<file path="src/rtl/bus_region_decoder.sv">
// bus_region_decoder: decodes an address field to one of NS slaves, runs a registered
// request/ready handshake and returns data with a one-cycle ack, or err on unmapped/timeout.
module bus_region_decoder #(
    parameter int AW       = 32,
    parameter int DW       = 32,
    parameter int NS       = 4,
    parameter int SEL_LO   = 7,
    parameter int SEL_BITS = 2,
    parameter int TIMEOUT  = 15
) (
    input  logic             clk_i,
    input  logic             rst_ni,
    input  logic             req_i,
    input  logic             we_i,
    input  logic [AW-1:0]    addr_i,
    input  logic [DW-1:0]    wdata_i,
    output logic [DW-1:0]    rdata_o,
    output logic             ack_o,
    output logic             err_o,
    output logic             busy_o,
    output logic [NS-1:0]    s_sel_o,
    output logic             s_we_o,
    output logic [AW-1:0]    s_addr_o,
    output logic [DW-1:0]    s_wdata_o,
    input  logic [NS*DW-1:0] s_rdata_i,
    input  logic [NS-1:0]    s_ready_i
);
    localparam logic [1:0] IDLE = 2'd0;
    localparam logic [1:0] WAIT = 2'd1;
    localparam logic [1:0] DONE = 2'd2;
    localparam logic [1:0] ERR  = 2'd3;
    localparam logic [SEL_BITS:0] NS_W = (SEL_BITS+1)'(NS);

    logic [1:0]          state_q, state_d;
    logic [7:0]          cnt_q, cnt_d;
    logic [NS-1:0]       sel_q, sel_d, dec;
    logic                we_q, we_d, ack_q, ack_d, err_q, err_d, busy_q, busy_d;
    logic [AW-1:0]       addr_q, addr_d;
    logic [DW-1:0]       wdata_q, wdata_d, rdata_q, rdata_d, rd;
    logic [SEL_BITS-1:0] idx;
    logic                hit, rdy;

    always_comb begin
        idx = addr_i[SEL_LO +: SEL_BITS];
        hit = {1'b0, idx} < NS_W;
        rd  = '0;
        for (int i = 0; i < NS; i++) begin
            dec[i] = idx == SEL_BITS'(i);
            rd     = sel_q[i] ? s_rdata_i[i*DW +: DW] : rd;
        end
        // sel_q is one-hot in WAIT, so only the selected slave's ready counts
        rdy     = |(s_ready_i & sel_q);
        state_d = state_q;
        cnt_d   = cnt_q;
        sel_d   = sel_q;
        we_d    = we_q;
        addr_d  = addr_q;
        wdata_d = wdata_q;
        rdata_d = rdata_q;
        ack_d   = 1'b0;
        err_d   = 1'b0;
        case (state_q)
            IDLE: if (req_i) begin
                we_d    = we_i;
                addr_d  = addr_i;
                wdata_d = wdata_i;
                cnt_d   = '0;
                sel_d   = hit ? dec : '0;
                state_d = hit ? WAIT : ERR;
            end
            WAIT: if (rdy) begin
                rdata_d = we_q ? rdata_q : rd;
                sel_d   = '0;
                we_d    = 1'b0;
                state_d = DONE;
            end else if (cnt_q == 8'(TIMEOUT - 1)) begin
                sel_d   = '0;
                we_d    = 1'b0;
                state_d = ERR;
            end else begin
                cnt_d = (cnt_q == 8'hff) ? cnt_q : cnt_q + 8'd1;
            end
            DONE: begin
                ack_d   = 1'b1;
                state_d = IDLE;
            end
            default: begin
                ack_d   = 1'b1;
                err_d   = 1'b1;
                we_d    = 1'b0;
                rdata_d = '0;
                state_d = IDLE;
            end
        endcase
        busy_d = state_d != IDLE;
    end

    always_ff @(posedge clk_i or negedge rst_ni) begin
        if (!rst_ni) begin
            state_q <= IDLE;
            cnt_q   <= '0;
            sel_q   <= '0;
            we_q    <= 1'b0;
            addr_q  <= '0;
            wdata_q <= '0;
            rdata_q <= '0;
            ack_q   <= 1'b0;
            err_q   <= 1'b0;
            busy_q  <= 1'b0;
        end else begin
            state_q <= state_d;
            cnt_q   <= cnt_d;
            sel_q   <= sel_d;
            we_q    <= we_d;
            addr_q  <= addr_d;
            wdata_q <= wdata_d;
            rdata_q <= rdata_d;
            ack_q   <= ack_d;
            err_q   <= err_d;
            busy_q  <= busy_d;
        end
    end

    assign rdata_o   = rdata_q;
    assign ack_o     = ack_q;
    assign err_o     = err_q;
    assign busy_o    = busy_q;
    assign s_sel_o   = sel_q;
    assign s_we_o    = we_q;
    assign s_addr_o  = addr_q;
    assign s_wdata_o = wdata_q;
endmodule
</file>
<file path="config.mk">
export PLATFORM = sky130hd
export DESIGN_NAME = bus_region_decoder
export DESIGN_NICKNAME = d
export VERILOG_FILES = /design/src/rtl/bus_region_decoder.sv
export SDC_FILE = /design/constraint.sdc
export NUM_CORES = 1
export LEC_CHECK = 0
export CORE_MARGIN = 8
export CORE_UTILIZATION = 33
export DETAILED_ROUTE_END_ITERATION = 10
export DONT_BUFFER_PORTS = 1
export GPL_ROUTABILITY_DRIVEN = 0
export MAX_ROUTING_LAYER = met4
export PLACE_DENSITY = 0.52
export SLEW_MARGIN = 0
export SYNTH_ARGS = -nofsm -noshare
export SYNTH_HDL_FRONTEND = slang
export SYNTH_SLANG_ARGS = --single-unit
</file>
<file path="constraint.sdc">
create_clock -name clk_i -period 2.6 [get_ports clk_i]
set_input_delay 0.52 -clock clk_i [delete_from_list [all_inputs] [get_ports clk_i]]
set_output_delay 0.52 -clock clk_i [all_outputs]
set_load 0.005 [all_outputs]
</file>
==> metrics.yaml, run 1 <==
final_layout:
  nets: 787
  area_growth_pct: 13.1
  antenna_cells: 0
  fillers: 1663
  final_cell_mix: "nand2_1, dfrtp_1, a22o_1"
  layout_commonest_cell: "nand2_1"
  final_layout_size_suffix_gt1_frac: 0.0906
  fin_area_um2: 6200
timing:
  setup_viol: 0
  min_period_over_period: 0.918
  finalWorstPathRequiredPeriod_ps: 2390
  max_slew_margin: 0.126
  worst_pin_slew_ps: 1300
  holdWs_ps: -190
  fin_skew_ps: 10.9
  tns_ps: 0
  drv_slew: 0
  timing.fmax_mhz: 419
  hold_viol: 114
  rsz0062_at_grt: "no"
place:
  placement.io_buffers: 0
  detailed_place_hpwl_um: 13400
  dpl-instance-area_um2: 5650
synth:
  syn-num-nets: 804
  async_flop_share: 1.00
  synth_cells: 602
  synth_cell_types: 40
  syn_area_um2: 5480
  synth_edf_count: 0
  synth_top_flop_cell: "dfrtp_1"
  syn_area_per_cell_um2: 9.11
  seq_area_frac_synth: 0.520
  yosys_warnings: 0
  synth_seq_cells: 114
worst_setup_path:
  timing.rr.start: "s_sel_o[0]$_DFFE_PN0P_"
  r2r_cells: 4
  cp_max_fo: 30
  end_kind: "flip-flop"
  startpoint: "s_sel_o[0]$_DFFE_PN0P_"
  startpoint_type: "flip-flop"
  crit_type: "reg -> reg"
  cp_data_required_time_ps: 2940
  crit_arrival_ps: 2730
power:
  intPower_mw: 4.86
  cellPowerDensity_nw_per_um2: 1260
  seqPwrFrac: 0.438
  p_comb_frac: 0.285
  switching_share: 0.378
  irDropWorstVdd_mv: 0.476
  pwr-share-clk: 0.277
  p_total_mw: 7.82
  leakage_nw: 2.86
  switching_power_mw: 2.95
floorplan:
  die_h_um: 145
  fp.dieW_um: 145
  start_util: 0.334
  boundaryPins: 304
  die-area_um2: 21000
  coreArea_um2: 16400
  rows: 47
detailed_routing:
  dr_total_vias: 4433
  viasPerCell: 5.43
  wl_per_cell_um: 21.9
  route.detailed.drc: 0
  drt_iter0_markers: 224
  ant_nets: 0
  wirelength_um: 17900
  firstDrtPassIters: 4
outcome:
  failed_checks: "negative hold slack"
  outcome: "finished, violations left"
global_routing:
  grt-ovfl-total: 0
  grt_max_degree: 115
  grtUsageTotal: 0.166
  use_met3: 0.0620
  grt_use_met1: 0.186
  grt_pass1_wl_um: 25800
  antenna_found_initial: 0
  grt-busiest-layer: "met2"
  grt_pass1_vias: 4631
  use_met2: 0.270
clock_tree:
  insertion_delay_ps: 410
  path_clk_slew_ps: 50
  post_cts_buffers: 0
  cts_buffers: 17
  ctsHtreeMaxLevel: 4
  cts_tree: "yes"
  clock_sinks: 114
  cts_root_buffer: "clkbuf_16"
  cts_resized: 0
  clockBufferDepth: 2
worst_hold_path:
  hp-class: "in -> async"
run:
  cap_violations: 0
## power groups by stage
stage | Clock, mW | Combinational [mW] | Sequential, mW
2_1_floorplan | 0 | 1.87 | 3.13
3_3_place_gp | 0 | 2.16 | 3.47
3_5_place_dp | 0 | 2.27 | 3.45
4_1_cts | 2.23 | 2.26 | 3.45
5_1_grt | 2.32 | 2.52 | 3.55
6_report | 2.17 | 2.22 | 3.42
## path summary, 6_finish.rpt
check	endpoint	slack, ps
setup / recovery	rdata_o[7]$_DFFE_PN0P_	210
hold / removal	rdata_o[7]$_DFFE_PN0P_	-190
setup reg to reg	rdata_o[7]$_DFFE_PN0P_	210
hold reg to reg	s_wdata_o[15]$_DFFE_PN0P_	510
max in group asynchronous	s_sel_o[2]$_DFFE_PN0P_	2560
min in group clk_i	s_wdata_o[27]$_DFFE_PN0P_	210
## worst max-delay path, stage by stage (launching register included)
cell      delay (ps)
dfrtp_1          520
nor2b_2         1080
a221oi_1         220
o31ai_1          320
a22o_1           170
## synthesized netlist by cell type (2+ instances only)
cell,number,share of area
a21oi_1,6,0.0055
nand3_1,8,0.0073
nor4_1,2,0.0023
and3_1,3,0.0034
or4_1,9,0.012
nand2b_1,2,0.0023
nand4_1,2,0.0023
nand3b_1,2,0.0027
o211ai_1,8,0.011
a22oi_4,2,0.0078
nand2_1,238,0.16
o21ai_1,2,0.0018
buf_2,18,0.016
buf_1,2,0.0014
clkbuf_1,25,0.017
a221oi_1,30,0.048
o31ai_1,30,0.041
ha_1,2,0.0046
nor2_1,3,0.0021
and2_1,2,0.0023
nor2b_1,31,0.035
buf_6,2,0.0041
o21ai_0,5,0.0046
a22o_1,34,0.054
dfrtp_1,114,0.52
inv_1,6,0.0041
## final cells by class
type	instances	area, µm²	area share
flip-flops and latches	114	2860	0.460
repair buffers	12	90.1	0.0145
well taps	220	275	0.0444
inverters	6	22.5	0.00363
clock buffers	19	443	0.0714
clock inverters	11	110	0.0178
multi-input cells	434	2410	0.388
## routing by layer
metal  vias up  wire (µm)
met1      2109       6780
li1       2059          -
met3        18       2150
met4         0        244
met2       247       8730
met5         -          0
## flip-flops by register name (all words and copies together) (netlist names)
signal,cells
ack_o,1
rdata_o,32
s_sel_o,4
s_wdata_o,32
s_we_o,1
busy_o,1
cnt_q,8
state_q,2
s_addr_o,32
err_o,1
## kinds of logic (layout without fill, tap and decap cells)
family / Yosys count / in the layout / synth area share
buffers and inverters: 54 / 48 / 0.0445
AO/OA/AOI/OAI: 123 / 123 / 0.183
AND/OR/NAND/NOR: 309 / 309 / 0.247
adder cells (fa/ha/maj): 2 / 2 / 0.00456
flip-flops: 114 / 114 / 0.520
## metrics by stage
stage | instances | setup WS [ps] | hold slack (ps) | utilization
floorplan | 602 | 1020 | 224 | -
global placement | 786 | 343 | 230 | 0.344
detailed placement | 786 | 228 | 231 | 0.344
CTS | 816 | 208 | -210 | 0.378
global route | 816 | 28.5 | -215 | 0.378
finish | 816 | 213 | -190 | 0.378
(Power assumes the default switching activity.)
==> run 2: changes to the inputs <==
Settings changed: ABC_CLOCK_PERIOD_IN_PS from default to 2600.
==> results of run 2 <==
Same layout as run 1: the final DEF is identical, and so are final timing and power.
==> run 3: changes to the inputs <==
Settings changed: HOLD_SLACK_MARGIN from default to 0.03.
==> results of run 3 <==
Same layout as run 1: the final DEF is identical, and so are final timing and power.
